### config.mk
export PLATFORM = sky130hd
export DESIGN_NAME = instruction_pointer_stacked
export DESIGN_NICKNAME = d
export VERILOG_FILES = /design/src/rtl/instruction_pointer_stacked.sv
export SDC_FILE = /design/constraint.sdc
export NUM_CORES = 1
export LEC_CHECK = 0
export BUFFER_PORTS_ARGS = -buffer_cell sky130_fd_sc_hd__buf_2
export CORE_MARGIN = 4
export CORE_UTILIZATION = 61
export DETAILED_ROUTE_END_ITERATION = 6
export PLACE_DENSITY = 0.94
export SYNTH_ARGS = -nofsm -noshare
export SYNTH_HDL_FRONTEND = slang
export SYNTH_SLANG_ARGS = --single-unit
### constraint.sdc
create_clock -name i_Clock -period 5.6 [get_ports i_Clock]
set_input_delay 1.12 -clock i_Clock [delete_from_list [all_inputs] [get_ports i_Clock]]
set_output_delay 1.12 -clock i_Clock [all_outputs]
set_load 0.01 [all_outputs]
### src/rtl/instruction_pointer_stacked.sv
// Fetch-stage program counter with 2/4-byte stride, redirect load, stall,
// and an integrated circular return-address stack for call/return hints.
module instruction_pointer_stacked #(
  parameter int          ADDRESS_WIDTH = 32,
  parameter logic [31:0] RESET_ADDRESS = 32'h0040_0000,
  parameter int          STACK_DEPTH   = 4
) (
  input  logic                              i_Clock,
  input  logic                              i_Reset,
  input  logic                              i_Load,
  input  logic [ADDRESS_WIDTH-1:0]          i_LoadAddress,
  input  logic                              i_Stride,
  input  logic                              i_Stall,
  input  logic                              i_Push,
  input  logic                              i_Pop,
  output logic [ADDRESS_WIDTH-1:0]          o_MemoryAddress,
  output logic [ADDRESS_WIDTH-1:0]          o_LinkAddress,
  output logic [ADDRESS_WIDTH-1:0]          o_StackTop,
  output logic [$clog2(STACK_DEPTH):0]      o_StackCount,
  output logic                              o_StackEmpty,
  output logic                              o_StackFull,
  output logic                              o_Overflow,
  output logic                              o_Underflow
);

  localparam int PW = $clog2(STACK_DEPTH);
  localparam int CW = PW + 1;
  localparam logic [ADDRESS_WIDTH-1:0] RESET_PC    = ADDRESS_WIDTH'(RESET_ADDRESS);
  localparam logic [CW-1:0]            DEPTH_COUNT = CW'(STACK_DEPTH);

  logic [ADDRESS_WIDTH-1:0] pc_r;
  logic [PW-1:0]            stackPtr_r;
  logic [CW-1:0]            count_r;
  logic [ADDRESS_WIDTH-1:0] stack_r [STACK_DEPTH];
  logic                     overflow_r;
  logic                     underflow_r;

  logic [ADDRESS_WIDTH-1:0] strideAdd_s;
  logic [ADDRESS_WIDTH-1:0] link_s;
  logic [ADDRESS_WIDTH-1:0] top_s;
  logic                     empty_s;
  logic                     full_s;
  logic                     opEnable_s;

  logic [ADDRESS_WIDTH-1:0] nextPc_s;
  logic [PW-1:0]            nextPtr_s;
  logic [CW-1:0]            nextCount_s;
  logic                     writeEnable_s;
  logic [PW-1:0]            writeIndex_s;
  logic                     nextOverflow_s;
  logic                     nextUnderflow_s;

  // Stride of 4 sets bit 2, stride of 2 sets bit 1; link wraps naturally.
  assign strideAdd_s = {{(ADDRESS_WIDTH-3){1'b0}}, i_Stride, ~i_Stride, 1'b0};
  assign link_s      = pc_r + strideAdd_s;

  // Status decodes depend on registered state only.
  assign empty_s    = (count_r == {CW{1'b0}});
  assign full_s     = (count_r == DEPTH_COUNT);
  assign top_s      = empty_s ? {ADDRESS_WIDTH{1'b0}} : stack_r[stackPtr_r];
  // A redirect forces stack operations through even while stalled.
  assign opEnable_s = ~i_Stall | i_Load;

  assign o_MemoryAddress = pc_r;
  assign o_LinkAddress   = link_s;
  assign o_StackTop      = top_s;
  assign o_StackCount    = count_r;
  assign o_StackEmpty    = empty_s;
  assign o_StackFull     = full_s;
  assign o_Overflow      = overflow_r;
  assign o_Underflow     = underflow_r;

  // Next-state selection for PC, stack pointer, count and status pulses.
  always_comb begin
    nextPc_s        = pc_r;
    nextPtr_s       = stackPtr_r;
    nextCount_s     = count_r;
    writeEnable_s   = 1'b0;
    writeIndex_s    = stackPtr_r;
    nextOverflow_s  = 1'b0;
    nextUnderflow_s = 1'b0;

    if (i_Load) begin
      nextPc_s = i_LoadAddress;
    end else if (i_Pop && !empty_s && !i_Stall) begin
      nextPc_s = top_s;
    end else if (i_Stall) begin
      nextPc_s = pc_r;
    end else begin
      nextPc_s = link_s;
    end

    if (opEnable_s) begin
      case ({i_Push, i_Pop})
        2'b11: begin
          if (empty_s) begin
            // Nothing to return to: behave as a plain push and flag the pop.
            writeEnable_s   = 1'b1;
            writeIndex_s    = stackPtr_r + PW'(1);
            nextPtr_s       = stackPtr_r + PW'(1);
            nextCount_s     = CW'(1);
            nextUnderflow_s = 1'b1;
          end else begin
            // Tail call: replace the top in place.
            writeEnable_s = 1'b1;
            writeIndex_s  = stackPtr_r;
          end
        end
        2'b10: begin
          writeEnable_s = 1'b1;
          writeIndex_s  = stackPtr_r + PW'(1);
          nextPtr_s     = stackPtr_r + PW'(1);
          if (full_s) begin
            // Pointer wrap overwrites the oldest entry; depth is unchanged.
            nextOverflow_s = 1'b1;
          end else begin
            nextCount_s = count_r + CW'(1);
          end
        end
        2'b01: begin
          if (empty_s) begin
            nextUnderflow_s = 1'b1;
          end else begin
            nextPtr_s   = stackPtr_r - PW'(1);
            nextCount_s = count_r - CW'(1);
          end
        end
        default: begin
          nextPtr_s = stackPtr_r;
        end
      endcase
    end else begin
      nextPtr_s = stackPtr_r;
    end
  end

  // Control state register with synchronous reset.
  always_ff @(posedge i_Clock) begin
    if (i_Reset) begin
      pc_r        <= RESET_PC;
      stackPtr_r  <= {PW{1'b0}};
      count_r     <= {CW{1'b0}};
      overflow_r  <= 1'b0;
      underflow_r <= 1'b0;
    end else begin
      pc_r        <= nextPc_s;
      stackPtr_r  <= nextPtr_s;
      count_r     <= nextCount_s;
      overflow_r  <= nextOverflow_s;
      underflow_r <= nextUnderflow_s;
    end
  end

  // Return-address storage; contents are meaningless while count is zero.
  always_ff @(posedge i_Clock) begin
    if (writeEnable_s && !i_Reset) begin
      stack_r[writeIndex_s] <= link_s;
    end
  end

endmodule

### Word level (Yosys, flattened, before mapping)

Memory sizes are Yosys's and may differ from the RTL's. A register that Yosys moved wholly into a read port is not among the register bits.
Index checks and enable logic that the tools add are counted.

* register bits: 39
* RAM bits: 128
* logic and storage cells: 60
* memories kept: 1

* add/subtract/negate cells: 5
* equal/unequal tests: 8
* mux-type cells: 21
* bitwise operators: 6
* reduce and logical (&&, ||, !) cells: 14

Memories
* stack_r: depth 4, width 32, read ports 1, clocked after memory_dff 1, write ports 1, line 34 `logic [ADDRESS_WIDTH-1:0] stack_r [STACK_DEPTH];`

Operators by type and width (count)
* $mux 32: 4
* $add 32x3->32: 1
* $mux 2: 5
* $mux 3: 3
* $pmux 3 s3: 1
* $mux 1: 6
* $ne 2x2->1 const B: 3
* $pmux 2 s3: 1
* $reduce_or 3->1: 2
* $not 1->1: 5
* $reduce_and 5->1: 1
* $eq 2x2->1 const B: 2
* $pmux 2 s2: 1
* $reduce_or 2->1: 2
* $add 3x1->3 const B: 1
* $eq 3x3->1 const B: 1
* $logic_and 1x1->1: 3
* $logic_not 1->1: 3
* $logic_not 3->1: 1
* $ne 3x2->1 const B: 1
* $reduce_and 3->1: 1
* $reduce_bool 3->1: 1
* $sub 3x1->3 const B: 1
* $add 2x1->2 const B: 1
* 3 further kinds: 3

### Longest topological paths before layout

Gate-level depths: netlist (run 1).

* depth after elaboration: 7
* depth in mapped cells: 9
* depth with buffers taken out: 9

### Worst setup path before layout (run 1)

No wires, ideal clock.

* path kind: input -> output
* start: input port i_Stride
* end: output port o_LinkAddress[15]
* arrival time: 3.000 ns
* data required time: 4.480 ns
* path slack: 1.480 ns
* cell stages on the path: 8
* buffers on the path: 0
* path through: inv_1 -> ha_1 -> inv_1 -> fa_1 -> nand4b_1 -> nor3_1 -> nand4_1 -> xnor2_1

* longest elaborated chain between the ends: 2

RTL lines
* from (decl): line 12 `input logic i_Stride,`
* $not 1->1: line 54 `assign strideAdd_s = {{(ADDRESS_WIDTH-3){1'b0}}, i_Stride, ~i_Stride, 1'b0};`
* $add 32x3->32 (*): line 55 `assign link_s = pc_r + strideAdd_s;`
* to (decl): line 17 `output logic [ADDRESS_WIDTH-1:0] o_LinkAddress,`

Every way passes the cells marked *; elsewhere a longest branch is shown, timed or not.

### Worst setup path after layout (run 1)

* start: input port i_Stride
* end: output port o_LinkAddress[27]

Same word-level chain as after synthesis.

==> results of run 1 <==
==> cells in the final DEF (no fill, tap or decap), drive strengths merged, types with 9 or more instances in the layout <==
| cell type | count |
|---|---|
| a21oi | 25 |
| clkinv | 9 |
| nor2 | 37 |
| edfxtp | 128 |
| nor3 | 15 |
| clkbuf | 19 |
| buf | 157 |
| mux4 | 31 |
| inv | 14 |
| nand3 | 16 |
| dfxtp | 41 |
| xnor2 | 19 |
| nand4 | 11 |
| o21ai | 28 |
| and2 | 32 |
| nand2 | 47 |
==> cells in the mapped netlist (all sizes together) (11+ instances only) <==
cell,count
buf,19
nand3,16
and2,32
nor3,15
a21oi,25
nor2,37
inv,14
nand4,11
dfxtp,41
mux4,31
edfxtp,128
o21ai,28
xnor2,19
clkbuf,31
nand2,47
==> metal layers <==
metal | track usage [%] | routed length [um] | vias up
met5 | 0 | 0 | -
met4 | 13.77 | 1018 | 0
met3 | 7.319 | 3022 | 121
met2 | 49.71 | 11160 | 623
met1 | 42.32 | 8444 | 3160
li1 | - | - | 2736
==> critical path, delay by kind of cell <==
| kind | cells | cell delay, ns |
|---|---|---|
| buffers and inverters | 4 | 0.48 |
| adders and majority gates | 2 | 0.70 |
| xor gates and xnor gates | 1 | 0.46 |
| and+or+nand+nor | 3 | 1.10 |
==> sequential cells by signal, indices dropped and copies added (netlist names), named ones only <==
signal	flops
o_MemoryAddress	32
o_StackCount	3
stackPtr_r	2
o_Underflow	1
stack_r	128
o_Overflow	1
==> stage by stage <==
| stage | instance area, um^2 | instances |
|---|---|---|
| after floorplan | 8113 | 643 |
| after global placement | 8951 | 922 |
| after detailed placement | 8951 | 922 |
| after CTS | 9538 | 954 |
| after global routing | 9538 | 954 |
| final | 9538 | 954 |
==> cell type report <==
cell class / instances / area [um^2] / area share [%]
flip-flops and latches: 169 / 4666 / 48.92
multi-input cells: 409 / 3188 / 33.43
repair buffers: 157 / 825.8 / 8.658
clock buffers: 19 / 432.9 / 4.539
well taps: 172 / 215.2 / 2.256
clock inverters: 13 / 153.9 / 1.614
inverters: 15 / 56.30 / 0.5903
==> cell families after synthesis <==
group	after synthesis
compound gates	132
xor+xnor	27
fa+ha+maj	7
buf+inv	65
flops	169
mux	39
simple gates	204
==> worst min path at each step <==
stage	startpoint	to	slack [ns]	depth (start not counted)
finish	o_MemoryAddress[1]	o_MemoryAddress[1]	0.54	2
global route	o_MemoryAddress[11]	o_MemoryAddress[11]	0.54	2
CTS	o_MemoryAddress[11]	o_MemoryAddress[11]	0.53	2
detailed placement	o_MemoryAddress[11]	o_MemoryAddress[11]	0.52	2
global placement	o_MemoryAddress[11]	o_MemoryAddress[11]	0.50	2
floorplan	o_MemoryAddress[11]	o_MemoryAddress[11]	0.52	2
==> power groups by stage <==
stage | logic [mW] | registers (mW) | clock network [mW]
global route | 0.548 | 1.48 | 1.22
CTS | 0.507 | 1.48 | 1.17
floorplan | 0.320 | 1.49 | 0
global placement | 0.480 | 1.49 | 0
finish | 0.515 | 1.48 | 1.17
detailed placement | 0.498 | 1.50 | 0
==> impl_metrics.toml, run 1 <==
[outcome]
status = "complete, but fails checks"
violations = "DRC"

[yosys]
ys.flop_type = "edfxtp_1"
synth-simple-area-share_pct = 13.56
netlist.top_cell.by_area = "edfxtp_1"
synth-edff-count = 128
yosysUniqueCellTypes = 74
muxShareOfSynthArea_pct = 9.608
yosysSeqAreaShare_pct = 57.50
yosysTopAreaCellShare_pct = 47.38
ys_warn_count = 0
synth_top_family_by_area = "simple AND/OR/NAND/NOR gates"
synth-async-reset-ratio_pct = 0
synthTopCellsByArea = "edfxtp_1, dfxtp_1, mux4_2, and2_1, nand2_1"
netlist_instances = 643
synth_compound_area_share_pct = 11.75
synth-adder-area-share_pct = 1.265
synth_nets = 689
synth_area_um2 = 8113
syn_avg_cell_area_um2 = 12.62
synthXorXnorAreaFrac_pct = 2.915
yosys_register_bits = 169

[critical_path]
crit_start = "i_Stride"
reg2reg_depth = 7
crit_path_end_kind = "output pin"
slowest_delay_ns = 0.50
cp-endpoint = "o_LinkAddress[27]"
worstPathCellList = "buf_2 > inv_1 > ha_1 > inv_1 > fa_1 > nand4b_1 > nor2_1 > nand4_1 > xnor2_1 > buf_2"
r2r-end = "stack_r[3][17]"
worstPathRequired_ns = 4.48
timing.rr.start = "o_StackCount[0]"
arrival_ns = 3.87
critical_path_class = "primary input to output pin"
startpoint_type = "primary input"
regToRegSetupSlack_ns = 2.42
crit_fanout = 6
cpMaxStageDelayCell = "fa_1"

[clock_tree]
cts_hold_buf = 0
cts_tree = "done"
postCtsSetupRepairBufs = 0
htree_levels = 4
numClockSinks = 169
cts_made_buffers = 17
cts_buffer_depth = 2
clock_latency_ns = 0.43
clk_pin_slew_ns = 0.06
clock-root-buffer = "clkbuf_16"
cts_resized = 0

[timing]
setup_viol = 0
finClkSkew_ns = 0.01265
fin_setup_tns_ns = 0
hold_viol_final = 0
drv_slew = 0
timing.final.ws_setup_ns = 0.6115
fin_hold_ws_ns = 0.5417
finalCritPeriodShare_pct = 89.08
fmax_mhz = 200.5
max-slew-margin-rel_pct = 7.186
fin_crit_ns = 4.989
worst_slew_pin_slew_ns = 1.381
rsz0062_at_grt = "no"

[global_routing]
grt_antenna_before_repair = 0
grt_max_degree = 46
grtUsageTotal_pct = 31.56
grt_pass1_vias = 6388
grt_pass1_wl_um = 35760
grt_overflow = 0

[placement]
post-place-ws_ns = 0.7456
dp.final_hpwl_um = 15260
port_buffers = 141
gp_congestion = 0.9124

[floorplan]
core_um2 = 12820
die_x_um = 123.3
ioPinCount = 142
die_height_um = 123.3
die_area_um2 = 15210
rows = 41
start_util_pct = 63.26

[routing]
drt-pass1-iter-count = 7
finalWirelength_um = 23640
ant_nets = 0
wl_per_cell_um = 24.78
drc_errors = 4
num_vias = 6640
drtIter0Drc = 1147
vias_per_cell = 6.960

[hold_path]
hold_class = "register to register"

[layout]
layout.nets = 815
fillers = 821
utilization_pct = 74.37
drive_gt1_share_pct = 30.56
syn_to_final_growth_pct = 17.57
diodes = 0

[power]
switchingPower_mw = 0.8477
p_per_area_nw_per_um2 = 332.0
seqPwrFrac_pct = 46.7
swShare_pct = 26.77
clockPowerShare_pct = 37.0
power.internal_mw = 2.319
p_comb_share_pct = 16.3
peakVddDrop_mv = 0.2572
p_total_mw = 3.167
p_leak_nw = 3.606

[job]
cap_violations = 0
(Power assumes the default switching activity.)
==> run 2: changes to the inputs <==
--- a/config.mk
+++ b/config.mk
@@ -5,11 +5,12 @@
 export SDC_FILE = /design/constraint.sdc
 export NUM_CORES = 1
 export LEC_CHECK = 0
+export ABC_AREA = 1
 export BUFFER_PORTS_ARGS = -buffer_cell sky130_fd_sc_hd__buf_2
 export CORE_MARGIN = 4
 export CORE_UTILIZATION = 61
 export DETAILED_ROUTE_END_ITERATION = 6
-export PLACE_DENSITY = 0.94
+export PLACE_DENSITY_LB_ADDON = 0.2
 export SYNTH_ARGS = -nofsm -noshare
 export SYNTH_HDL_FRONTEND = slang
 export SYNTH_SLANG_ARGS = --single-unit
==> run 2 against run 1 <==
  * The run now ends clean
  * Total power grew 3.8%
  * Fmax increased by 20%
  * Wire length grew 0.52%
  * Synthesized cell count rose by 46%
  * Clock-buffer cell count shrank 2
  * Via count increased by 9.1%
  * Critical path depth is the same
  * Setup slack improved by 0.82 ns
  * Flip-flop and latch count stayed put
  * Critical path type unchanged
  * Largest power group unchanged
  * Highest routed layer is now met5
==> impl_metrics.toml, run 2 <==
[outcome]
status = "finished clean"

[yosys]
synth_area_um2 = 8209
yosysTopAreaCellShare_pct = 46.82
yosysUniqueCellTypes = 36
ys.flop_type = "edfxtp_1"
synthTopCellsByArea = "edfxtp_1, nand2_1, dfxtp_1, nor2_1, o21ai_0"
synth-async-reset-ratio_pct = 0
netlist.top_cell.by_area = "edfxtp_1"
yosysSeqAreaShare_pct = 56.82
yosys_register_bits = 169
syn_avg_cell_area_um2 = 8.761
synth_nets = 983
synth_common_cells = "nand2_1, edfxtp_1, nor2_1"
synth-edff-count = 128
netlist_instances = 937
synthMostInstantiatedCell = "nand2_1"
ys_warn_count = 0

[floorplan]
ioPinCount = 142
die_area_um2 = 15380
core_um2 = 13190
die_height_um = 124.0
rows = 42
die_x_um = 124.0
start_util_pct = 62.24

[layout]
final_common_cell = "nand2_1"
final_cell_mix = "nand2_1, buf_2, edfxtp_1"
diodes = 0
fillers = 970
instances_no_fill = 1256
top_register = "stack_r"
largest_reg_flops = 128
layout.nets = 1113
syn_to_final_growth_pct = 18.21
drive_gt1_share_pct = 19.35

[clock_tree]
clock-root-buffer = "clkbuf_16"
clock_latency_ns = 0.43
cts_hold_buf = 0
numClockSinks = 169
clk_pin_slew_ns = 0.07
cts_buffer_depth = 2
postCtsSetupRepairBufs = 0
cts_tree = "done"
cts_resized = 0
htree_levels = 4
cts_made_buffers = 17

[timing]
finClkSkew_ns = 0.009019
finalCritPeriodShare_pct = 74.40
fmax_mhz = 240.0
drv_slew = 0
rsz0062_at_grt = "no"
fin_setup_tns_ns = 0
worst_slew_pin_slew_ns = 1.128
fin_hold_ws_ns = 0.5210
max-slew-margin-rel_pct = 24.78
hold_viol_final = 0
timing.final.ws_setup_ns = 1.434
setup_viol = 0
fin_crit_ns = 4.166

[global_routing]
grt_pass1_wl_um = 35590
grtUsageTotal_pct = 31.45
grt_max_degree = 67
grt_pass1_vias = 6527
grt_antenna_before_repair = 1
grt_overflow = 0

[power]
p_per_area_nw_per_um2 = 338.7
peakVddDrop_mv = 0.2025
swShare_pct = 29.42
switchingPower_mw = 0.9669
p_comb_share_pct = 19.0
clockPowerShare_pct = 36.1
seqPwrFrac_pct = 44.8
power.internal_mw = 2.320
p_leak_nw = 4.185

[routing]
vias_per_cell = 5.768
num_vias = 7245
wl_per_cell_um = 18.92
drt-pass1-iter-count = 5
finalWirelength_um = 23770
ant_nets = 0
drc_errors = 0
drtIter0Drc = 891

[critical_path]
crit_path_end_kind = "output pin"
startpoint_type = "primary input"
critical_path_class = "primary input to output pin"
arrival_ns = 3.05
worstPathRequired_ns = 4.48
crit_fanout = 6

[job]
cap_violations = 0

[hold_path]
hold_class = "register to register"

[placement]
port_buffers = 141
gp_congestion = 0.9452
post-place-ws_ns = 1.466
placed_cells_incl_taps = 1224
dp.final_hpwl_um = 15790
run 2: final timing paths:
path | startpoint | end | slack, ns | cells after the start
hold / removal | o_StackCount[1] | o_StackCount[1] | 0.52 | 2
setup reg to reg | o_StackCount[0] | stack_r[1][14] | 2.53 | 10
hold reg to reg | o_StackCount[1] | o_StackCount[1] | 0.52 | 2
setup / recovery | i_Stride | o_LinkAddress[15] | 1.43 | 10
run 2: power by group through the flow:
stage / sequential (mW) / clock (mW) / combinational [mW]
after CTS: 1.47 / 1.19 / 0.619
after floorplan: 1.49 / 0 / 0.365
after global placement: 1.50 / 0 / 0.602
after global routing: 1.48 / 1.24 / 0.684
final: 1.47 / 1.19 / 0.626
after detailed placement: 1.50 / 0 / 0.613
run 2: layout make-up:
cell class                 instances  area, um^2  area share (%)
tap                              176       220.2           2.269
timing repair buffer             152       838.3           8.638
clock buffer                      17       425.4           4.384
sequential                       169        4666           48.08
inverter                          54       202.7           2.089
clock inverter                    15       172.7           1.779
multi-input combinational        673        3179           32.76
run 2: cell families (layout without fill, tap and decap cells):
| logic type | Yosys count | in the layout | synth area share [%] |
|---|---|---|---|
| AOI/OAI and AO/OA | 139 | 139 | 8.901 |
| xor gates and xnor gates | 17 | 17 | 2.088 |
| adders and majority gates | 7 | 7 | 1.250 |
| buffers and inverters | 95 | 238 | 4.649 |
| DFF | 169 | 169 | 56.82 |
| and+or+nand+nor | 510 | 510 | 26.29 |
run 2: critical path, cell delays in order:
cell,delay [ns]
buf_2,0.11
inv_1,0.10
ha_1,0.18
inv_1,0.05
fa_1,0.47
nor2_4,0.24
nand2_4,0.12
nor2_8,0.18
xor2_2,0.28
buf_2,0.20
run 2: stage by stage:
stage	power [mW]	utilization, %	area, um^2
floorplan	1.859	-	8209
global placement	2.097	69.04	9106
detailed placement	2.109	69.04	9106
CTS	3.283	73.57	9704
global route	3.407	73.57	9704
finish	3.286	73.57	9704
run 2: metal layers:
layer | vias up | GRT usage (%) | routed length [um]
met1 | 3411 | 45.40 | 9837
met4 | 2 | 11.43 | 620
met2 | 402 | 46.84 | 10880
met5 | - | 0 | 13
met3 | 62 | 7.312 | 2413
li1 | 3368 | - | -
==> run 3: changes to the inputs <==
--- a/config.mk
+++ b/config.mk
@@ -8,7 +8,7 @@
 export ABC_AREA = 1
 export BUFFER_PORTS_ARGS = -buffer_cell sky130_fd_sc_hd__buf_2
 export CORE_MARGIN = 4
-export CORE_UTILIZATION = 61
+export CORE_UTILIZATION = 51
 export DETAILED_ROUTE_END_ITERATION = 6
 export PLACE_DENSITY_LB_ADDON = 0.2
 export SYNTH_ARGS = -nofsm -noshare
==> constraint.sdc (replaced) <==
create_clock -name i_Clock -period 3.8 [get_ports i_Clock]
set_input_delay 0.76 -clock i_Clock [delete_from_list [all_inputs] [get_ports i_Clock]]
set_output_delay 0.76 -clock i_Clock [all_outputs]
set_load 0.01 [all_outputs]
==> run 3 against run 2 <==
  * Register-to-register slack worse by 1.0 ns
  * Via count fell by 2.7%
  * First-iteration DRC count fell by 30%
  * Clock power is 40% higher
  * Setup slack got worse by 1.1 ns
  * Clock skew down 0.0026 ns
  * Cell count rose by 3.8%
  * Utilization decreased by 12 points
  * Non-clock buffer count up 8
  * Final area rose by 1.1%
  * Total power grew 45%
  * Critical path depth decreased by 1
  * Critical endpoint is now o_LinkAddress[9]
  * Largest cell class unchanged
  * Largest power group unchanged
  * Highest routed layer is now met4
==> impl_metrics.toml, run 3 (synthesis results as in run 2) <==
[clock_tree]
cts_tree = "done"
clock-root-buffer = "clkbuf_16"
numClockSinks = 169
cts_buffer_depth = 2
postCtsSetupRepairBufs = 0
cts_hold_buf = 0
clk_pin_slew_ns = 0.06
cts_made_buffers = 17
htree_levels = 4
clock_latency_ns = 0.43
cts_resized = 0

[layout]
multi_input_comb_area_um2 = 3208
drive_gt1_share_pct = 19.49
final_cell_mix = "nand2_1, buf_2, edfxtp_1"
layout.nets = 1121
diodes = 0
syn_to_final_growth_pct = 19.57
top_register = "stack_r"
ff_latch_area_um2 = 4666
final_common_cell = "nand2_1"
largest_reg_flops = 128
fillers = 1319

[power]
p_total_mw = 4.768
p_leak_nw = 4.196
p_per_area_nw_per_um2 = 485.7
peakVddDrop_mv = 0.3633

[critical_path]
startpoint_type = "primary input"
critical_path_class = "primary input to output pin"
crit_path_end_kind = "output pin"
worstPathCellList = "buf_2 > inv_1 > ha_1 > inv_1 > fa_1 > nor2_4 > nand2_4 > xnor2_1 > buf_2"
slowest_delay_ns = 0.47
cpMaxStageDelayCell = "fa_1"
arrival_ns = 2.72
crit_fanout = 6
path_delay_family = "adder cells"
crit_buf_inv = 4
worstPathRequired_ns = 3.04

[timing]
max-slew-margin-rel_pct = 24.54
fin_crit_ns = 3.476
hold_viol_final = 0
finClkSkew_ns = 0.006431
rsz0062_at_grt = "no"
worst_slew_pin_slew_ns = 1.131
fin_setup_tns_ns = 0
setup_viol = 0
finalCritPeriodShare_pct = 91.47
fmax_mhz = 287.7
drv_slew = 0

[job]
cap_violations = 0

[placement]
dp.final_hpwl_um = 15770
port_buffers = 141
gp_congestion = 0.8978

[routing]
drc_errors = 0
drt-pass1-iter-count = 5
ant_nets = 0
vias_per_cell = 5.409
num_vias = 7053
drtIter0Drc = 622
finalWirelength_um = 23740
wl_per_cell_um = 18.21

[global_routing]
grtUsageTotal_pct = 26.36
grt_max_degree = 67
grt_overflow = 0
grt_pass1_wl_um = 36020
grt_antenna_before_repair = 0
grt_pass1_vias = 6371

[floorplan]
die_x_um = 134.9
start_util_pct = 51.87
ioPinCount = 142
rows = 46
die_area_um2 = 18190
die_height_um = 134.9
core_um2 = 15830

[hold_path]
hold_class = "register to register"

[outcome]
status = "finished clean"
## run 3: metal layers
metal  GRT usage (%)  routed length [um]  vias to the layer above
met5               0                   0                        -
met4           7.749                 390                        0
met3           4.844                1803                       38
met2           43.55               11720                      284
met1           35.81                9833                     3330
li1                -                   -                     3401
## run 3: worst reg2reg max path, cell delays in order (launching register included)
cell and delay (ns):
dfxtp_1 0.36, inv_1 0.12, nand3_2 0.21, xor2_1 0.23, nand2_1 0.07, nand2_1 0.05
nand2_1 0.18, inv_1 0.15, nor2_4 0.38, buf_12 0.25
## run 3: area by class of cell
class	instances	area share (%)
Clock inverter	13	1.300
Timing Repair Buffer	160	9.152
Clock buffer	19	4.512
Inverter	54	2.065
Tap cell	216	2.753
Sequential cell	169	47.53
Multi-Input combinational cell	673	32.68
## run 3: worst paths after layout
path	start	endpoint	depth (start not counted)	slack [ns]
setup / recovery	i_Stride	o_LinkAddress[9]	9	0.32
hold / removal	o_StackCount[1]	o_StackCount[1]	2	0.55
setup reg to reg	o_StackCount[0]	stack_r[2][14]	9	1.50
hold reg to reg	o_StackCount[1]	o_StackCount[1]	2	0.55
## run 3: power by group
group / internal, mW / switching [mW]
registers: 2.09 / 0.0750
clock network: 0.976 / 0.693
logic: 0.298 / 0.631
## run 3: metrics by stage
step           hold WS, ns  utilization, %  setup slack, ns  cell area (um^2)  instances
3_3_place_gp        0.5199           58.41           0.3931              9245       1272
3_5_place_dp        0.5360           58.41           0.3716              9245       1272
2_1_floorplan       0.5185               -           0.3989              8209        937
5_1_grt             0.5543           62.02           0.2552              9816       1304
4_1_cts             0.5457           62.02           0.3538              9816       1304
6_report            0.5496           62.02           0.3242              9816       1304
